**config.mk**
```make
export PLATFORM = sky130hd
export DESIGN_NAME = seqdet_serializer
export DESIGN_NICKNAME = d
export VERILOG_FILES = /design/src/rtl/seqdet_pkg.sv /design/src/rtl/seqdet_serializer.sv
export SDC_FILE = /design/constraint.sdc
export NUM_CORES = 1
export LEC_CHECK = 0
export ABC_AREA = 1
export ABC_CLOCK_PERIOD_IN_PS = 2700
export CAP_MARGIN = 20
export CORE_UTILIZATION = 48
export DETAILED_ROUTE_END_ITERATION = 8
export GPL_ROUTABILITY_DRIVEN = 1
export PLACE_DENSITY = 0.79
export SKIP_CTS_REPAIR_TIMING = 1
export SYNTH_ARGS = -nofsm -noshare
export SYNTH_HDL_FRONTEND = slang
export SYNTH_SLANG_ARGS = --single-unit
```
**constraint.sdc**
```tcl
create_clock -name clk -period 2.7 [get_ports clk]
set_clock_uncertainty 0.2 [all_clocks]
set_input_delay 0.54 -clock clk [delete_from_list [all_inputs] [get_ports clk]]
set_output_delay 0.54 -clock clk [all_outputs]
set_load 0.01 [all_outputs]
```
**src/rtl/seqdet_pkg.sv**
```systemverilog
// Shared definitions for the serial pattern detector and its serializer front end.
//   ser_state_t  : serializer FSM encoding
//   WIDTH_DEF    : default parallel word width
//   IDLE_BIT_DEF : default level driven on x while no word is being shifted
package seqdet_pkg;

    typedef enum logic {
        IDLE  = 1'b0,
        SHIFT = 1'b1
    } ser_state_t;

    localparam int WIDTH_DEF    = 8;
    localparam bit IDLE_BIT_DEF = 1'b0;

endpackage

```
**src/rtl/seqdet_serializer.sv**
```systemverilog
// Parallel-to-serial front end for the serial pattern detector. Words arrive
// over a valid/ready handshake and leave one bit per clock on x. A one-word
// holding register lets consecutive words stream without an idle bit.
//
// Ports:
//   clk        single clock, rising edge
//   rst        asynchronous active-low reset
//   din        parallel word, sampled when din_valid && din_ready
//   din_valid  upstream offers din
//   din_ready  a word can be accepted this cycle
//   x          serial bit to the detector (IDLE_BIT when not shifting)
//   x_valid    x carries a data bit this cycle
//   busy       shifting in progress or holding register full
//
// state | meaning
// ------+-------------------------------------------------------------
// IDLE  | shifter empty, x = IDLE_BIT, waiting for a word
// SHIFT | sreg driving x; cnt = index of the bit currently on x
module seqdet_serializer
    import seqdet_pkg::*;
#(
    parameter int WIDTH     = WIDTH_DEF,
    parameter bit MSB_FIRST = 1'b1,
    parameter bit IDLE_BIT  = IDLE_BIT_DEF
) (
    input  logic             clk,
    input  logic             rst,
    input  logic [WIDTH-1:0] din,
    input  logic             din_valid,
    output logic             din_ready,
    output logic             x,
    output logic             x_valid,
    output logic             busy
);

    localparam int                CNT_W    = $clog2(WIDTH);
    localparam logic [CNT_W-1:0]  CNT_LAST = CNT_W'(WIDTH - 1);

    ser_state_t       state, state_nxt;
    logic [WIDTH-1:0] sreg, sreg_nxt;
    logic [CNT_W-1:0] cnt, cnt_nxt;
    logic [WIDTH-1:0] hold, hold_nxt;
    logic             hold_full, hold_full_nxt;
    logic             accept;
    logic [WIDTH-1:0] sreg_shifted;

    // Outputs depend only on registers, so the async reset clears them at once.
    assign din_ready = !hold_full;
    assign accept    = din_valid && din_ready;
    assign x_valid   = (state == SHIFT);
    assign busy      = (state == SHIFT) || hold_full;
    assign x         = (state == SHIFT) ? (MSB_FIRST ? sreg[WIDTH-1] : sreg[0]) : IDLE_BIT;

    // Move the next bit toward the output end; the vacated bit fills with 0.
    assign sreg_shifted = MSB_FIRST ? {sreg[WIDTH-2:0], 1'b0} : {1'b0, sreg[WIDTH-1:1]};

    always_ff @(posedge clk or negedge rst) begin
        if (!rst) begin
            state     <= IDLE;
            sreg      <= '0;
            cnt       <= '0;
            hold      <= '0;
            hold_full <= 1'b0;
        end else begin
            state     <= state_nxt;
            sreg      <= sreg_nxt;
            cnt       <= cnt_nxt;
            hold      <= hold_nxt;
            hold_full <= hold_full_nxt;
        end
    end

    always_comb begin
        state_nxt     = state;
        sreg_nxt      = sreg;
        cnt_nxt       = cnt;
        hold_nxt      = hold;
        hold_full_nxt = hold_full;
        case (state)
            IDLE: begin
                if (accept) begin
                    sreg_nxt  = din;
                    cnt_nxt   = '0;
                    state_nxt = SHIFT;
                end
            end
            SHIFT: begin
                if (cnt != CNT_LAST) begin
                    sreg_nxt = sreg_shifted;
                    cnt_nxt  = cnt + CNT_W'(1);
                    if (accept) begin
                        hold_nxt      = din;
                        hold_full_nxt = 1'b1;
                    end
                end else if (hold_full) begin
                    // din_ready is low here, so no new word can compete with hold.
                    sreg_nxt      = hold;
                    hold_full_nxt = 1'b0;
                    cnt_nxt       = '0;
                end else if (accept) begin
                    // Word arriving on the last bit bypasses hold to stay gapless.
                    sreg_nxt = din;
                    cnt_nxt  = '0;
                end else begin
                    state_nxt = IDLE;
                    cnt_nxt   = '0;
                end
            end
            default: begin
                state_nxt = IDLE;
            end
        endcase
    end

endmodule

```
# Word level (Yosys, flattened, before mapping)
# Index checks and enable logic that the tools add are counted.
[op_classes]
n_mux = 14
n_shift = 0
eq_ne = 3
n_reduce_logical = 5
bitwise_logic = 1
div_mod_pow = 0
n_addsub = 1
order_cmp = 0
n_mul = 0
[ops]
columns = ["operator", "n"]
rows = [
  ["$mux 8", 3],
  ["$pmux 8 s2", 1],
  ["$mux 1", 6],
  ["$mux 3", 2],
  ["$pmux 3 s2", 1],
  ["$ne 2x2->1 const B", 2],
  ["$add 3x1->3 const B", 1],
  ["$ne 3x3->1 const B", 1],
  ["$reduce_and 3->1", 1],
  ["$pmux 1 s2", 1],
  ["$reduce_and 2->1", 1],
  ["$logic_and 1x1->1", 1],
  ["$logic_not 1->1", 1],
  ["$logic_or 1x1->1", 1],
  ["$not 1->1", 1],
]
[word_totals]
output_inout_bits = 4
mem_bits_ro = 0
elab_cells = 29
mem_bits_rw = 0
latch_bits = 0
memories = 0
input_bits = 11
reg_bits = 21

# Logic depth before layout (Yosys ltp)
# Gate-level depths: netlist of the first run.
[depth]
depth_word = 6
ltp_mapped = 8
depth_no_buf = 8

# Worst setup path before layout of the first run
# No wires, ideal clock.
[synth_timing]
path_type = "reg-to-reg"
startpoint = "register cnt[0]"
endpoint = "register hold[4]"
synth_period_minus_slack_ns = 1.605
required_ns = 2.383
t_arrival_ns = 1.288
stages_incl_launch_ff = 8
n_path_buf = 1
setup_slack_ns = 1.095
setup_ns = 0.117
path_cell_list = "dfrtp_1 -> ha_1 -> ha_1 -> nor2_4 -> nand3_4 -> buf_6 -> nand2_1 -> o21ai_2"
[synth_between]
elab_chain_cells = 2
[synth_lines]
columns = ["element", "line_no", "text"]
rows = [
  ["start: declaration", "seqdet_serializer.sv:41", "logic [CNT_W-1:0] cnt, cnt_nxt;"],
  ["start signal: assignment", "seqdet_serializer.sv:67", "cnt <= cnt_nxt;"],
  ["$ne 3x3->1", "seqdet_serializer.sv:88", "if (cnt != CNT_LAST) begin"],
  ["$reduce_and 3->1 (no source line)", "--", ""],
  ["end signal: assignment", "seqdet_serializer.sv:68", "hold <= hold_nxt;"],
  ["end: declaration", "seqdet_serializer.sv:42", "logic [WIDTH-1:0] hold, hold_nxt;"],
]
# Every way passes these cells.
# A chain may end at the register's enable or synchronous reset.

# Worst setup path in the final report of the first run
[layout_timing]
startpoint = "register hold_full"
endpoint = "output din_ready"
[layout_between]
elab_chain_cells = 1
[layout_lines]
columns = ["element", "line_no", "text"]
rows = [
  ["start: declaration", "seqdet_serializer.sv:43", "logic hold_full, hold_full_nxt;"],
  ["start signal: assignment", "seqdet_serializer.sv:69", "hold_full <= hold_full_nxt;"],
  ["$logic_not 1->1", "seqdet_serializer.sv:48", "assign din_ready = !hold_full;"],
  ["end: declaration", "seqdet_serializer.sv:30", "output logic din_ready,"],
]
# Every way passes these cells.

==> results of run 1 <==
==> routing by layer <==
layer / track usage [%] / up-vias / share of wire (%)
met5: 0 / - / 0
met4: 7.14 / 0 / 1.4
met3: 3.94 / 5 / 5.1
met2: 32.4 / 30 / 49
met1: 22.7 / 421 / 45
li1: - / 460 / -
==> worst min-delay path by stage <==
stage	slack (ns)	cells after the start	end	from
2_1_floorplan	0.04	0	cnt[0]$_DFFE_PN0P_	rst
3_3_place_gp	0.27	2	hold[4]$_DFFE_PN0P_	hold[4]$_DFFE_PN0P_
3_5_place_dp	0.27	2	hold[4]$_DFFE_PN0P_	hold[4]$_DFFE_PN0P_
4_1_cts	0.30	2	hold[4]$_DFFE_PN0P_	hold[4]$_DFFE_PN0P_
5_1_grt	0.32	2	hold[1]$_DFFE_PN0P_	hold[1]$_DFFE_PN0P_
6_report	0.29	2	hold[1]$_DFFE_PN0P_	hold[1]$_DFFE_PN0P_
==> critical path, stage by stage, from the launching register on <==
cell	delay (ns)
dfrtp_1	0.45
inv_2	0.24
clkdlybuf4s50_1	0.60
==> per-stage QoR <==
step | setup slack, ns | instances | power [W] | instance area, µm² | hold WS [ns]
6_report | 0.369 | 182 | 0.00139 | 1280 | 0.295
5_1_grt | 0.276 | 182 | 0.00152 | 1280 | 0.322
4_1_cts | 0.358 | 182 | 0.00141 | 1280 | 0.300
3_5_place_dp | 0.524 | 178 | 0.00125 | 1250 | 0.269
3_3_place_gp | 0.565 | 178 | 0.00121 | 1250 | 0.267
2_1_floorplan | 1.09 | 140 | 0.00109 | 1110 | 0.0444
==> Yosys cell counts (all sizes together) <==
cell | number | area [µm²]
nor2 | 22 | 90.1
inv | 21 | 78.8
nand3 | 21 | 118
dfrtp | 21 | 526
ha | 2 | 25.0
a21oi | 1 | 5.00
buf | 5 | 42.5
nand2 | 35 | 136
o21ai | 12 | 93.8
==> cell type report <==
type / count / area [µm²]
fill: 191 / 908
sequential: 21 / 526
multi-input combinational: 93 / 468
timing repair buffer: 15 / 148
inverter: 21 / 78.8
tap: 28 / 35.0
clock buffer: 3 / 22.5
clock inverter: 1 / 5.00
==> cells by family (layout without fill, tap and decap cells) <==
group           count (synthesis)  in the layout
simple gates                   78             78
buf+inv                        26             40
flops                          21             21
compound gates                 13             13
fa+ha+maj                       2              2
==> state kept, by name (all words and copies together), names as in the netlist <==
name,count
hold,8
sreg,8
cnt,3
hold_full,1
x_valid,1
==> power groups by stage <==
stage / clock network (W) / registers, W / logic [W]
after global routing: 0.000167 / 0.000588 / 0.000764
final: 0.000150 / 0.000571 / 0.000674
after global placement: 0 / 0.000569 / 0.000643
after floorplan: 0 / 0.000544 / 0.000546
after CTS: 0.000157 / 0.000570 / 0.000681
after detailed placement: 0 / 0.000575 / 0.000678
==> flow_metrics.tcl, run 1 <==
set metrics [dict create \
    synth-compound-area-share_pct 8.87 \
    drc_errors 0 \
    synth_top_family_by_area "simple AND/OR/NAND/NOR gates" \
    power_switching_w 0.000598 \
    synth-warning-count 0 \
    core-area_um2 2190 \
    detail_route.wirelength_mm 2.07 \
    avgSynthCellArea_um2 7.96 \
    syn2layout_area_growth_pct 15.0 \
    cts_tree "yes" \
    hpwl_mm 1.49 \
    start_util_pct 50.9 \
    power_frac_seq_pct 40.9 \
    grt_use_total_pct 18.8 \
    first_pass_iters 4 \
    synth_area_um2 1110 \
    worstPathArrival_ns 1.59 \
    gp_congestion 0.826 \
    synth_fa_ha_area_share_pct 2.24 \
    timing.rr.start "cnt[0]$_DFFE_PN0P_" \
    layout-drive-gt1-share_pct 13.0 \
    synth_seq_cells 21 \
    startpoint_type "flop" \
    crit_path_end "din_ready" \
    worstRegToRegCells 7 \
    power.internal_w 0.000796 \
    rr_endpoint "sreg[5]$_DFF_PN0_" \
    antenna_found_initial 0 \
    path_class "reg2out" \
    maxCapViolCount 0 \
    synth_simple_gate_area_share_pct 30.9 \
    die_h_um 50.2 \
    cts.sinks 21 \
    crit_path_max_fanout 13 \
    rrSetupSlack_ns 0.90 \
    pwr-share-comb_pct 48.3 \
    final_common_cell "nand2_1" \
    ys_seq_area_share_pct 47.1 \
    fmax_mhz 429 \
    layout_common_cells "nand2_1, nor2_1, dfrtp_1, nand3_1, inv_1" \
    grt_pass1_wl_mm 3.57 \
    max_slew_margin_pct 68.6 \
    die_area_um2 2520 \
    period_share_pct 86.3 \
    synth_mux_area_share_pct 0 \
    tightest_slew_ns 0.470 \
    drv_slew 0 \
    synthCells 140 \
    io_pins 15 \
    cp-startpoint "hold_full$_DFFE_PN0P_" \
    clk_latency_ns 0.30 \
    rsz0062_at_grt "no" \
    post-route-util_pct 58.5 \
    grt_max_degree 22 \
    outcome "completed" \
    vias 916 \
    root_buffer "clkbuf_4" \
    cellPowerDensity_nw_per_um2 1090 \
    synth_xor_xnor_area_share_pct 0 \
    ys_types 16 \
    post-route-min-period_ns 2.33 \
    setup_viol 0 \
    viasPerCell 5.03 \
    swShare_pct 42.9 \
    clkTransAtPathRegs_ns 0.11 \
    grt-ovfl-total 0 \
    die_width_um 50.2 \
    required_ns 1.96 \
    drtIter0Drc 24 \
    fin_setup_tns_ns 0 \
    clk_path_buf_depth 2 \
    wl_per_cell_um 11.4 \
    io_buffers 14 \
    fin_nets 168 \
    power.share.clock_pct 10.7 \
    fp-row-count 17 \
    cp-end-kind "primary output" \
    antennaDiodeCount 0 \
    syn_nets 153 \
    ir_worst_vdd_v 0.000581 \
    grt_pass1_vias 866 \
    cts_max_level 1 \
    hold_path.class "reg2reg" \
    cellLeakagePower_nw 0.665 \
    cts_buffers 3 \
    ant_nets 0 \
    hold_violations 0 \
]
No activity file was read; power rests on OpenSTA's default activity.
==> inputs of run 2 (changes only) <==
Settings changed: CTS_CLUSTER_SIZE set to 25.
==> results of run 2 <==
The final DEF is identical to that of run 1; final timing and power are the same.
==> inputs of run 3 (changes only) <==
Settings changed: CORE_UTILIZATION 48 to 35, PLACE_DENSITY 0.79 to 0.63.
==> run 3 against run 2 <==
Net effect: routed wire length up 2.0%; combinational power is 1% lower; total power decreased by 0.42%; final cell count rose by 8.8%; critical endpoint is now busy; global-route usage down 3.7 points.
==> flow_metrics.tcl, run 3 (synthesis gave the netlist of run 1 again) <==
set metrics [dict create \
    outcome "completed" \
    path_class "reg2out" \
    timing.rr.start "cnt[0]$_DFFE_PN0P_" \
    drv_slew 0 \
    fillerInstances 315 \
    cellPowerDensity_nw_per_um2 1070 \
    clk_latency_ns 0.30 \
    fmax_mhz 428 \
    period_share_pct 86.6 \
    io_pins 15 \
    final_common_cell "nand2_1" \
    cp-startpoint "x_valid$_DFF_PN0_" \
    rsz0062_at_grt "no" \
    timing.hold.ws_ns 0.298 \
    final_area_um2 1300 \
    ir_worst_vdd_v 0.000360 \
    drtIter0Drc 36 \
    cts_max_level 1 \
    tightest_slew_ns 0.440 \
    cts_buffers 3 \
    cp-end-kind "primary output" \
    hold_path.class "reg2reg" \
    vias 878 \
    first_pass_iters 4 \
    grt_max_degree 22 \
    die_width_um 58.4 \
    fin_setup_tns_ns 0 \
    cts_tree "yes" \
    top_regs "hold (8), sreg (8), cnt (3)" \
    cellLeakagePower_nw 0.665 \
    root_buffer "clkbuf_4" \
    startpoint_type "flop" \
    viasPerCell 4.43 \
    grt_pass1_wl_mm 3.81 \
    fp-row-count 20 \
    setup_viol 0 \
    antennaDiodeCount 0 \
    postPlaceCellArea_um2 1270 \
    crit_path_max_fanout 10 \
    layout_common_cells "nand2_1, nor2_1, dfrtp_1, nand3_1, inv_1" \
    worstPathArrival_ns 1.60 \
    clk_path_buf_depth 2 \
    fin_nets 168 \
    hpwl_mm 1.49 \
    detail_route.wirelength_mm 2.12 \
    die_h_um 58.4 \
    cts.sinks 21 \
    post-route-min-period_ns 2.34 \
    maxCapViolCount 0 \
    hold_violations 0 \
    required_ns 1.96 \
    grt-ovfl-total 0 \
    ant_nets 0 \
    io_buffers 14 \
    wl_per_cell_um 10.7 \
    core-area_um2 3030 \
    clkTransAtPathRegs_ns 0.12 \
    syn2layout_area_growth_pct 16.8 \
    start_util_pct 36.8 \
    max_slew_margin_pct 70.6 \
    grt_use_total_pct 15.1 \
    die_area_um2 3410 \
    antenna_found_initial 0 \
    layout-drive-gt1-share_pct 13.0 \
    drc_errors 0 \
    min_from "hold[4]$_DFFE_PN0P_" \
    gp_congestion 0.754 \
    post-route-util_pct 43.0 \
    power_w 0.00139 \
    grt_pass1_vias 860 \
]
[run 3: cell counts in the layout (fill, tap and decap cells not counted)]
No cell type changed its count.
[run 3: final timing paths]
kind	end	slack (ns)	cells past startpoint
max in group asynchronous	sreg[0]$_DFF_PN0_	1.72	2
hold / removal	hold[4]$_DFFE_PN0P_	0.30	2
setup / recovery	busy	0.36	3
min in group asynchronous	x_valid$_DFF_PN0_	0.36	2
hold reg to reg	hold[4]$_DFFE_PN0P_	0.30	2
setup reg to reg	sreg[4]$_DFF_PN0_	0.91	7
[run 3: worst max-delay path, cell delays in order, from the launching register on]
cell and delay, ns:
dfrtp_1 0.56, inv_2 0.13, nand2_1 0.08, clkdlybuf4s50_1 0.53
[run 3: cell type report]
type	count	area, µm²	area share [%]
Multi-Input combinational cell	93	468	35.9
Inverter	21	78.8	6.05
Clock inverter	1	5.00	0.384
Sequential cell	21	526	40.3
Tap cell	44	55.1	4.23
Clock buffer	3	22.5	1.73
Timing Repair Buffer	15	148	11.3
[run 3: power breakdown]
group / leakage, nW / switching, W / internal (W)
Sequential: 0.253 / 0.000103 / 0.000467
Combinational: 0.394 / 0.000393 / 0.000274
Clock: 0.0177 / 0.0000972 / 0.0000553
Total: 0.665 / 0.000593 / 0.000796
[run 3: through the flow]
| stage | setup slack [ns] | instances |
|---|---|---|
| floorplan | 1.09 | 140 |
| global placement | 0.542 | 194 |
| detailed placement | 0.503 | 194 |
| CTS | 0.354 | 198 |
| global route | 0.278 | 198 |
| finish | 0.362 | 198 |
[run 3: per-layer routing]
layer  vias up  routed length [µm]  global-route usage, %  part of all wire, %
li1        460                   -                      -                    -
met1       400                1040                   20.3                   49
met2        16                 985                   24.0                   47
met3         2                  76                   2.20                  3.6
met4         0                  13                   7.14                 0.61
met5         -                   0                      0                    0
